### src/rtl/hazard_unit.sv
// Pipeline hazard/stall controller for the 5-stage MIPS core.
// Covers ALU operand forwarding, load-use stalls, flushes on redirects
// resolved in M, and the multicycle divide stall sequence.
module hazard_unit #(
    parameter int unsigned DIV_LAT = 32,  // total E-stage occupancy of a div (min 3)
    parameter int unsigned CNT_W   = 6    // must hold DIV_LAT-2
) (
    input  logic       clk,
    input  logic       rst,         // asynchronous, active-low
    input  logic [4:0] rsD,
    input  logic [4:0] rtD,
    input  logic [4:0] rsE,
    input  logic [4:0] rtE,
    input  logic [4:0] writeregE,
    input  logic [4:0] writeregM,
    input  logic [4:0] writeregW,
    input  logic       regwriteE,
    input  logic       regwriteM,
    input  logic       regwriteW,
    input  logic       memtoregE,
    input  logic       divE,
    input  logic       redirectM,
    output logic       stallF,
    output logic       stallD,
    output logic       stallE,
    output logic       flushD,
    output logic       flushE,
    output logic       flushM,
    output logic [1:0] forwardaE,
    output logic [1:0] forwardbE,
    output logic       div_startE,
    output logic       div_readyE
);

    typedef enum logic [1:0] {
        IDLE,
        BUSY,
        DONE
    } state_t;

    state_t           state;
    logic [CNT_W-1:0] cnt;
    logic             div_start;
    logic             div_busy;
    logic             div_stall;
    logic             lu;

    // Divide start is qualified by redirect: a div squashed in M's shadow never starts
    always_comb begin
        div_start = (state == IDLE) && divE && !redirectM;
        div_busy  = (state == BUSY);
        div_stall = div_start || div_busy;
        lu        = memtoregE && regwriteE && (writeregE != 5'd0) &&
                    ((writeregE == rsD) || (writeregE == rtD));
    end

    // Divide sequencer: IDLE -> BUSY (DIV_LAT-2 cycles) -> DONE -> IDLE
    always_ff @(posedge clk or negedge rst) begin
        if (!rst) begin
            state <= IDLE;
            cnt   <= '0;
        end else begin
            case (state)
                IDLE: begin
                    if (div_start) begin
                        state <= BUSY;
                        cnt   <= CNT_W'(DIV_LAT - 2);
                    end
                end
                BUSY: begin
                    if (cnt == CNT_W'(1)) begin
                        state <= DONE;
                        cnt   <= '0;
                    end else begin
                        cnt <= cnt - CNT_W'(1);
                    end
                end
                DONE: begin
                    state <= IDLE;
                end
                default: begin
                    state <= IDLE;
                    cnt   <= '0;
                end
            endcase
        end
    end

    // Outputs: forwarding plus stall/flush priority (div stall > redirect > load-use).
    // Decoded from registered state and live inputs because the start pulse must
    // appear in the same cycle the div reaches E; all forced low while in reset.
    always_comb begin
        stallF     = 1'b0;
        stallD     = 1'b0;
        stallE     = 1'b0;
        flushD     = 1'b0;
        flushE     = 1'b0;
        flushM     = 1'b0;
        forwardaE  = 2'b00;
        forwardbE  = 2'b00;
        div_startE = 1'b0;
        div_readyE = 1'b0;
        if (rst) begin
            if (regwriteM && (writeregM != 5'd0) && (writeregM == rsE))
                forwardaE = 2'b10;
            else if (regwriteW && (writeregW != 5'd0) && (writeregW == rsE))
                forwardaE = 2'b01;

            if (regwriteM && (writeregM != 5'd0) && (writeregM == rtE))
                forwardbE = 2'b10;
            else if (regwriteW && (writeregW != 5'd0) && (writeregW == rtE))
                forwardbE = 2'b01;

            stallF     = div_stall || (lu && !redirectM);
            stallD     = div_stall || (lu && !redirectM);
            stallE     = div_stall;
            flushD     = redirectM && !div_busy;
            flushE     = !div_stall && (redirectM || lu);
            flushM     = div_stall;
            div_startE = div_start;
            div_readyE = (state == DONE);
        end
    end

endmodule

### config.mk
export PLATFORM = sky130hd
export DESIGN_NAME = hazard_unit
export DESIGN_NICKNAME = d
export VERILOG_FILES = /design/src/rtl/hazard_unit.sv
export SDC_FILE = /design/constraint.sdc
export NUM_CORES = 1
export LEC_CHECK = 0
export ABC_AREA = 1
export BUFFER_PORTS_ARGS = -buffer_cell sky130_fd_sc_hd__buf_2
export CORE_ASPECT_RATIO = 1.2
export CORE_MARGIN = 4
export CORE_UTILIZATION = 45
export DETAILED_ROUTE_END_ITERATION = 10
export PLACE_DENSITY = 0.85
export SYNTH_ARGS = -nofsm -noshare
export SYNTH_HDL_FRONTEND = slang
export SYNTH_SLANG_ARGS = --single-unit
### constraint.sdc
create_clock -name clk -period 1.3 [get_ports clk]
set_input_delay 0.065 -clock clk [delete_from_list [all_inputs] [get_ports clk]]
set_output_delay 0.065 -clock clk [all_outputs]
set_load 0.005 [all_outputs]
==> metrics.md, run 1 <==
| Metric | Value |
|---|---|
| CP Capture Point | `stallF` |
| Antenna violations before repair | `0` |
| IO Count | `55` |
| R2r startpoint | `state[0]` |
| Fin. max-slew vios | `0` |
| Leak | `0.000847 uW` |
| Non-Filler Instances | `261` |
| Worst Reg-to-Reg Cells | `7` |
| Initial core utilization | `48.8%` |
| Critical Path Start | `state[0]` |
| Tmin final | `1410 ps` |
| Port bufs | `54` |
| Synth cell types | `22` |
| Multi-input logic area | `746 um^2` |
| Die W | `52.0 um` |
| Worst-margin pin slew | `387 ps` |
| Register area | `200 um^2` |
| Worst path max stage delay | `390 ps` |
| Synth Net Count | `211` |
| R2R Setup Slk | `20 ps` |
| Register bit total from synthesis | `8` |
| RR Endpoint | `cnt[5]` |
| Synthesized cell area | `1040 um^2` |
| Synth top area share | `19.2%` |
| PwrDens | `1330 nW/um^2` |
| Total GRT Usage | `17.9%` |
| Worst path required time | `1240 ps` |
| DRT iter0 DRCs | `23` |
| WP data arrival | `1340 ps` |
| Most used DFF post-synth | `dfrtp_1` |
| Dpl cells | `250` |
| Max FO, Critical Path | `3` |
| Pin count of the biggest net entering global routing | `9` |
| DR DRC count | `0` |
| CP max stage cell | `dfrtp_1` |
| CTS tree | `done` |
| Rows | `18` |
| Relative slew slack | `74.1%` |
| Max-cap violations | `0` |
| Avg Cell Area, Syn | `6.29 um^2` |
| DR vias/cell | `4.65` |
| Final hold violation count | `0` |
| Final setup viols | `6` |
| Worst-path cell chain | `inv_2, nor2_4, inv_2, nand2_4, inv_4, nor2_4, o21bai_4, buf_2` |
| Most frequent cells after synthesis | `nand2_1, inv_1, nor2_1, xor2_1, nand3_1` |
| DPL Wire Length | `2.21 mm` |
| CTS Sinks | `8` |
| Die Height | `60.8 um` |
| Leading area contributor after synthesis | `dfrtp_1` |
| RSZ-0062 raised after global routing | `yes` |
| Area Growth Syn to Fin | `40.0%` |
| Status | `finished with violations` |
| Fillers | `206` |
| H-tree lvl count | `1` |
| Drt total wl | `2.79 mm` |
| DIE AREA | `3160 um^2` |
| Core Footprint | `2140 um^2` |
| WS Path Type | `reg -> out` |
| Worst Hold Class | `in -> reg` |
| Post-synthesis sequential area ratio | `19.2%` |
| Worst hold margin | `209 ps` |
| First-pass GRT wire length | `4.32 mm` |
| Nets | `278` |
| CTS clk-pin slew, worst paths | `60 ps` |
| Cells after synthesis | `166` |
| Gr ovfl total | `0` |
| Worst Skew | `6.07 ps` |
| VDD IR-drop max | `0.000858 V` |
| Clk root buf | `clkbuf_4` |
| PnR worst setup slack | `-105 ps` |
| Post-synth EDFFs | `0` |
| Vias in the first global route | `1,100` |
| Most frequent cell after synthesis | `nand2_1` |
| CTS Buf Count | `3` |
| Crit path launch type | `register` |
| Failing checks | `negative setup slack` |
| Final Wtd Congestion | `0.815` |
| Antenna Cells | `0` |
| Clock Tree Buf Depth | `2` |
| Antenna-violating nets left | `0` |
| Synth async-reset ratio | `100%` |
| Top post-synthesis cells by area | `dfrtp_1, xor2_1, nand2_1, inv_1, nor2_1` |
| Fmax | `712 MHz` |
| Crit end category | `output port` |
| Clk Latency, worst-skew pair | `270 ps` |
| Period utilization | `108%` |
| TritonRoute pass-1 iters | `4` |
| Synth warnings | `0` |
| Wire per inst | `10.7 um` |
| Layout cell share with drive strength beyond 1 | `36.8%` |
| Vias | `1,214` |
report_power, final:
group          switching (uW)  total [uW]  leakage, uW  internal [uW]
registers                 108         479    0.0000974            371
clock network             105         212    0.0000138            107
logic                     680        1260     0.000735            577
cells in the final DEF, fill, tap and decap left out, types with 2 or more instances in the layout:
cell type  Yosys  layout
nand3_2        1       2
a21oi_1        3       2
clkbuf_4       0       3
buf_2          0      54
nor2_1        21      20
nand2_1       40      40
xor2_1        18      18
nor2_4         2       2
xnor2_1        7       7
nor2b_1        2       2
o21ai_0        9       8
inv_1         25      21
nand3_1       10       9
nand2_2        2       2
nor3_1         7       7
dfrtp_1        8       8
buf_4          2       9
inv_2          2       6
o21ai_1        1       2
how the worst min path moves through the flow:
stage	start	end	slack [ps]	cells past startpoint
after floorplan	rst	cnt[0]	-230	0
after global placement	rst	cnt[2]	40	2
after detailed placement	rst	cnt[5]	40	2
after CTS	divE	state[0]	210	4
after global routing	divE	state[0]	240	4
final	divE	state[0]	210	4
metrics by stage:
stage / worst slack (ps) / TNS, ps / total power [uW] / util (%) / instance area (um^2)
floorplan: 82.4 / 0 / 1190 / - / 1040
global placement: 90.3 / 0 / 1470 / 63.2 / 1350
detailed placement: 73.6 / 0 / 1490 / 63.2 / 1350
CTS: -124 / -436 / 1800 / 66.4 / 1420
global route: -156 / -969 / 2140 / 68.3 / 1460
finish: -105 / -392 / 1950 / 68.3 / 1460
kinds of logic (layout without fill, tap and decap cells):
logic type / count (synthesis) / in the layout / synth area share, %
AO/OA/AOI/OAI: 14 / 14 / 6.95
XOR/XNOR: 25 / 25 / 21.0
adder cells (fa/ha/maj): 2 / 2 / 2.40
buffers and inverters: 30 / 95 / 11.8
flip-flops: 8 / 8 / 19.2
AND/OR/NAND/NOR: 87 / 87 / 38.7
per-layer routing:
metal | GRT usage (%) | wire length, um | share of wire [%]
met1 | 19.8 | 1110 | 40
met2 | 33.9 | 1370 | 49
met3 | 3.69 | 275 | 9.9
met4 | 5.62 | 27 | 0.97
met5 | 0 | 0 | 0
sequential cells by signal (all words and copies together), names as in the netlist:
signal,count
state,2
cnt,6
worst max-delay path, delay by kind of cell, from the launching register on:
family / cells / cell delay [ps]
flops: 1 / 390
buf+inv: 4 / 370
simple gates: 3 / 140
compound gates: 1 / 170
repair_timing:
| action | 4_1_cts | 5_1_grt |
|---|---|---|
| endpoints found under the setup margin | 5 | 12 |
| hold endpoints to repair | 8 | 0 |
| pin swaps | 3 | 4 |
| resized for setup | 1 | 9 |
| hold buffers | 1 | 0 |
| buffers inserted | 5 | 2 |
area by class of cell:
type,count,area share [%]
multi-input combinational,128,51.0
sequential,8,13.7
clock buffer,3,1.54
tap,30,2.57
inverter,28,7.36
timing repair buffer,64,23.8
No activity file was read; power rests on OpenSTA's default activity.
==> run 2, diff against run 1 <==
--- a/config.mk
+++ b/config.mk
@@ -12,6 +12,7 @@
 export CORE_UTILIZATION = 45
 export DETAILED_ROUTE_END_ITERATION = 10
 export PLACE_DENSITY = 0.85
+export RECOVER_POWER = 50
 export SYNTH_ARGS = -nofsm -noshare
 export SYNTH_HDL_FRONTEND = slang
 export SYNTH_SLANG_ARGS = --single-unit
==> metrics.md, run 2 (same netlist as run 1, synthesis figures left out) <==
| Metric | Value |
|---|---|
| Nets | `278 (unchanged)` |
| Crit path launch type | `register (unchanged)` |
| Antenna-violating nets left | `0 (unchanged)` |
| Die W | `52.0 um (unchanged)` |
| R2R Setup Slk | `20 ps (about the same)` |
| First-pass GRT wire length | `4.32 mm (unchanged)` |
| Largest Register | `cnt (unchanged)` |
| Worst path required time | `1240 ps (about the same)` |
| Drt total wl | `2.79 mm (about the same)` |
| P_int | `1050 uW (about the same)` |
| Tmin final | `1410 ps (about the same)` |
| Failing checks | `negative setup slack (unchanged)` |
| H-tree lvl count | `1 (unchanged)` |
| Core Footprint | `2140 um^2 (unchanged)` |
| WS Path Type | `reg -> out (unchanged)` |
| WP data arrival | `1340 ps (about the same)` |
| Final hold violation count | `0 (unchanged)` |
| Commonest cells after routing, fill and taps aside | `buf_2, nand2_1, inv_1, nor2_1, xor2_1 (unchanged)` |
| Die Height | `60.8 um (unchanged)` |
| Layout cell share with drive strength beyond 1 | `36.4% (was 36.8%)` |
| CTS clk-pin slew, worst paths | `60 ps (about the same)` |
| Period utilization | `108% (about the same)` |
| Hold path depth | `4 (unchanged)` |
| Total GRT Usage | `17.9% (unchanged)` |
| Max FO, Critical Path | `3 (unchanged)` |
| Relative slew slack | `74.1% (about the same)` |
| Clk Latency, worst-skew pair | `270 ps (about the same)` |
| Pin count of the biggest net entering global routing | `9 (unchanged)` |
| Worst Skew | `7.37 ps (was 6.07 ps)` |
| Vias | `1,207 (was 1,214)` |
| Vias in the first global route | `1,100 (unchanged)` |
| Switching portion of total power | `45.9% (about the same)` |
| IO Count | `55 (unchanged)` |
| Status | `finished with violations (unchanged)` |
| CTS Sinks | `8 (unchanged)` |
| Rows | `18 (unchanged)` |
| Area Growth Syn to Fin | `39.7% (was 40.0%)` |
| Initial core utilization | `48.8% (unchanged)` |
| Fin. max-slew vios | `0 (unchanged)` |
| R2r startpoint | `state[0] (unchanged)` |
| Worst Hold Class | `in -> reg (unchanged)` |
| Crit end category | `output port (unchanged)` |
| DR vias/cell | `4.62 (was 4.65)` |
| Worst hold margin | `209 ps (about the same)` |
| VDD IR-drop max | `0.000859 V (was 0.000858 V)` |
| Most common cell after layout, fill and taps aside | `buf_2 (unchanged)` |
| Port bufs | `54 (unchanged)` |
| Setup tns final | `-397 ps (was -392 ps)` |
| Clk root buf | `clkbuf_4 (unchanged)` |
| Sw power | `892 uW (was 893 uW)` |
| TritonRoute pass-1 iters | `4 (unchanged)` |
| RSZ-0062 raised after global routing | `yes (unchanged)` |
| PwrDens | `1330 nW/um^2 (about the same)` |
| Fmax | `712 MHz (about the same)` |
| Leak | `0.000843 uW (was 0.000847 uW)` |
| Final setup viols | `6 (unchanged)` |
| Final Wtd Congestion | `0.815 (unchanged)` |
| DRT iter0 DRCs | `26 (was 23)` |
| WHS Endpoint | `state[0] (unchanged)` |
| Clock Tree Buf Depth | `2 (unchanged)` |
| RR Endpoint | `cnt[5] (unchanged)` |
| Wire per inst | `10.7 um (about the same)` |
| Max reg flops | `6 (unchanged)` |
| Top Registers | `cnt (6), state (2) (unchanged)` |
| Fillers | `208 (was 206)` |
| Max-cap violations | `0 (unchanged)` |
| DPL Wire Length | `2.21 mm (unchanged)` |
| CTS Buf Count | `3 (unchanged)` |
| Logic pwr share | `64.6% (was 64.5%)` |
| Gr ovfl total | `0 (unchanged)` |
| CTS tree | `done (unchanged)` |
| Antenna Cells | `0 (unchanged)` |
| DR DRC count | `0 (unchanged)` |
| Antenna violations before repair | `0 (unchanged)` |
| Clock power frac | `10.8% (was 10.9%)` |
| Share of power burned in registers | `24.6% (about the same)` |
| DIE AREA | `3160 um^2 (unchanged)` |
| Worst-margin pin slew | `387 ps (about the same)` |
| PnR worst setup slack | `-105 ps (about the same)` |
| Worst Hold Launch | `divE (unchanged)` |
| Worst Reg-to-Reg Cells | `7 (unchanged)` |
## run 2: layout make-up
type                            instances  area, um^2  area share (%)
Sequential cell                         8         200            13.7
Tap cell                               30        37.5            2.58
Timing Repair Buffer                   64         344            23.6
Multi-Input combinational cell        128         746            51.2
Clock buffer                            3        22.5            1.55
Inverter                               28         108            7.38
## run 2: power groups by stage
stage               clock [uW]  combinational [uW]  sequential, uW
finish                     211                1260             479
global placement             0                1010             463
detailed placement           0                1020             465
CTS                        209                1130             463
floorplan                    0                 735             458
global route               219                1420             495
## run 2: worst max path at each step
stage / startpoint / to / slack [ps]
2_1_floorplan: state[0] / stallF / 80
3_3_place_gp: state[1] / stallF / 90
3_5_place_dp: state[1] / stallF / 70
4_1_cts: state[0] / stallF / -120
5_1_grt: state[0] / stallF / -160
6_report: state[0] / stallF / -110
## run 2: critical path, cell delays in order, from the launching register on
cell      delay, ps
dfrtp_1         390
inv_2           120
nor2_4           50
inv_2            70
nand2_4          60
inv_4            60
nor2_4           30
o21bai_4        170
buf_2           120
## run 2: what timing repair did
item / 4_1_cts / 5_1_grt
setup endpoints to repair: 5 / 12
pin swaps: 3 / 4
endpoints found under the hold margin: 8 / 0
resized for setup: 1 / 9
hold buffers: 1 / 0
buffers inserted: 5 / 2
## run 2: layer usage
metal  up-vias  GRT usage [%]  part of all wire [%]
li1        638              -                     -
met1       519           19.8                    40
met2        47           33.9                    49
met3         3           3.69                   9.6
met4         0           5.62                  0.97
met5         -              0                     0
## run 2: stage by stage
stage | total power, uW | cells | setup WS [ps] | area, um^2 | util [%]
after floorplan | 1190 | 166 | 82.4 | 1040 | -
after global placement | 1470 | 250 | 90.3 | 1350 | 63.2
after detailed placement | 1490 | 250 | 73.6 | 1350 | 63.2
after CTS | 1800 | 259 | -124 | 1420 | 66.4
after global routing | 2130 | 261 | -156 | 1460 | 68.1
final | 1950 | 261 | -105 | 1460 | 68.1
==> run 3, diff against run 2 <==
--- a/config.mk
+++ b/config.mk
@@ -11,7 +11,7 @@
 export CORE_MARGIN = 4
 export CORE_UTILIZATION = 45
 export DETAILED_ROUTE_END_ITERATION = 10
-export PLACE_DENSITY = 0.85
+export PLACE_DENSITY = 0.8
 export RECOVER_POWER = 50
 export SYNTH_ARGS = -nofsm -noshare
 export SYNTH_HDL_FRONTEND = slang
==> metrics.md, run 3 (same netlist as run 1, synthesis figures left out) <==
| Metric | Value |
|---|---|
| Fin. max-slew vios | `0 (unchanged)` |
| Clk Latency, worst-skew pair | `270 ps (about the same)` |
| Pre-CTS setup slack | `62.7 ps (was 73.6 ps)` |
| Top Registers | `cnt (6), state (2) (unchanged)` |
| Final setup viols | `6 (unchanged)` |
| CTS Buf Count | `3 (unchanged)` |
| First-pass GRT wire length | `4.58 mm (was 4.32 mm)` |
| Rows | `18 (unchanged)` |
| Tmin final | `1420 ps (was 1410 ps)` |
| WS Path Type | `reg -> out (unchanged)` |
| Dpl cells | `250 (unchanged)` |
| Status | `finished with violations (unchanged)` |
| Crit end category | `output port (unchanged)` |
| Final Util | `67.7% (was 68.1%)` |
| P_int | `1040 uW (was 1050 uW)` |
| Failing checks | `negative setup slack (unchanged)` |
| VDD IR-drop max | `0.000819 V (was 0.000859 V)` |
| CTS Sinks | `8 (unchanged)` |
| Vias | `1,241 (was 1,207)` |
| Pin count of the biggest net entering global routing | `8 (was 9)` |
| Non-Filler Instances | `260 (was 261)` |
| Share of power burned in registers | `24.4% (was 24.6%)` |
| DIE AREA | `3160 um^2 (unchanged)` |
| Die W | `52.0 um (unchanged)` |
| DR vias/cell | `4.77 (was 4.62)` |
| Port bufs | `54 (unchanged)` |
| Most common cell after layout, fill and taps aside | `buf_2 (unchanged)` |
| Antenna violations before repair | `0 (unchanged)` |
| IO Count | `55 (unchanged)` |
| Largest Register | `cnt (unchanged)` |
| Fmax | `706 MHz (was 712 MHz)` |
| Antenna-violating nets left | `0 (unchanged)` |
| WP data arrival | `1350 ps (was 1340 ps)` |
| Initial core utilization | `48.8% (unchanged)` |
| DRT iter0 DRCs | `25 (was 26)` |
| H-tree lvl count | `1 (unchanged)` |
| Wire per inst | `10.9 um (was 10.7 um)` |
| Period utilization | `109% (was 108%)` |
| Total GRT Usage | `19.2% (was 17.9%)` |
| Final hold violation count | `0 (unchanged)` |
| Worst Skew | `6.97 ps (was 7.37 ps)` |
| PnR worst setup slack | `-116 ps (was -105 ps)` |
| Antenna Cells | `0 (unchanged)` |
| Worst-margin pin slew | `393 ps (was 387 ps)` |
| Sw power | `875 uW (was 892 uW)` |
| Worst hold margin | `180 ps (was 209 ps)` |
| Nets | `277 (was 278)` |
| CTS clk-pin slew, worst paths | `60 ps (about the same)` |
| PwrDens | `1320 nW/um^2 (was 1330 nW/um^2)` |
| Core Footprint | `2140 um^2 (unchanged)` |
| Switching portion of total power | `45.7% (was 45.9%)` |
| RSZ-0062 raised after global routing | `yes (unchanged)` |
| Power Total | `1910 uW (was 1950 uW)` |
| Max reg flops | `6 (unchanged)` |
| Crit path launch type | `register (unchanged)` |
| Vias in the first global route | `1,179 (was 1,100)` |
| Drt total wl | `2.85 mm (was 2.79 mm)` |
| DR DRC count | `0 (unchanged)` |
| Worst Hold Class | `in -> async (was in -> reg)` |
| Area Growth Syn to Fin | `38.8% (was 39.7%)` |
| Layout cell share with drive strength beyond 1 | `34.3% (was 36.4%)` |
| CTS tree | `done (unchanged)` |
| Logic pwr share | `64.7% (was 64.6%)` |
| Clk root buf | `clkbuf_4 (unchanged)` |
| DPL Wire Length | `2.35 mm (was 2.21 mm)` |
| Clock power frac | `10.9% (was 10.8%)` |
| Clock Tree Buf Depth | `2 (unchanged)` |
| Max-cap violations | `0 (unchanged)` |
| Max FO, Critical Path | `3 (unchanged)` |
| Leak | `0.000840 uW (was 0.000843 uW)` |
| Commonest cells after routing, fill and taps aside | `buf_2, nand2_1, inv_1, nor2_1, xor2_1 (unchanged)` |
| Final Wtd Congestion | `0.829 (was 0.815)` |
| Relative slew slack | `73.8% (was 74.1%)` |
| Die Height | `60.8 um (unchanged)` |
| TritonRoute pass-1 iters | `4 (unchanged)` |
| Gr ovfl total | `0 (unchanged)` |
| Worst path required time | `1240 ps (about the same)` |
## run 3: cell types whose count changed in the layout (fill, tap and decap cells not counted)
cell | before | now
nand3_1 | 9 | 10
inv_2 | 6 | 5
buf_4 | 8 | 7
nor2_1 | 20 | 21
ha_2 | 1 | 0
nand3_2 | 2 | 1
nor2_2 | 1 | 0
inv_1 | 21 | 22
a21oi_1 | 2 | 3
a21oi_2 | 1 | 0
ha_4 | 0 | 1
## run 3: path summary, 6_finish.rpt
path | to | slack, ps | depth (start not counted) | from
setup / recovery | stallF | -120 | 8 | state[0]
hold / removal | state[1] | 180 | 2 | rst
setup reg to reg | cnt[5] | 20 | 7 | state[1]
hold reg to reg | cnt[5] | 550 | 2 | cnt[5]
max in group asynchronous | cnt[3] | 580 | 3 | rst
min in group clk | state[0] | 230 | 4 | divE
## run 3: metrics by stage
stage	TNS, ps	instance area (um^2)
2_1_floorplan	0	1040
3_3_place_gp	0	1350
3_5_place_dp	0	1350
4_1_cts	-456	1420
5_1_grt	-1060	1450
6_report	-471	1450
## run 3: layout make-up
cell class,count,area (um^2)
clock buffers,3,22.5
fillers,203,691
inverters,28,108
multi-input cells,128,744
flip-flops and latches,8,200
well taps,30,37.5
repair buffers,63,337
## run 3: timing repair
action                                  in CTS  in global routing
hold endpoints to repair                     8                  0
endpoints found under the setup margin       5                 12
gates resized for setup                      1                  6
cloned                                       0                  0
pin swaps                                    3                  3
hold buffers                                 1                  0
setup buffers                                5                  1
## run 3: power groups by stage
stage | clock network [uW] | logic, uW | registers [uW]
after detailed placement | 0 | 1040 | 468
final | 208 | 1240 | 467
after global placement | 0 | 1030 | 465
after global routing | 221 | 1380 | 485
after floorplan | 0 | 735 | 458
after CTS | 208 | 1140 | 463
## run 3: worst max-delay path, cell delays in order (launching register included)
cell	delay, ps
dfrtp_1	380
inv_2	120
nor2_4	60
inv_2	80
nand2_4	60
inv_4	60
nor2_4	30
o21bai_4	170
buf_2	120
## run 3: layer usage
layer  track usage, %  up-vias  part of all wire [%]
met3             1.97        7                   8.6
met5                0        -                     0
li1                 -      637                     -
met2             35.7       56                    49
met4             9.74        0                   2.4
met1             21.4      541                    40
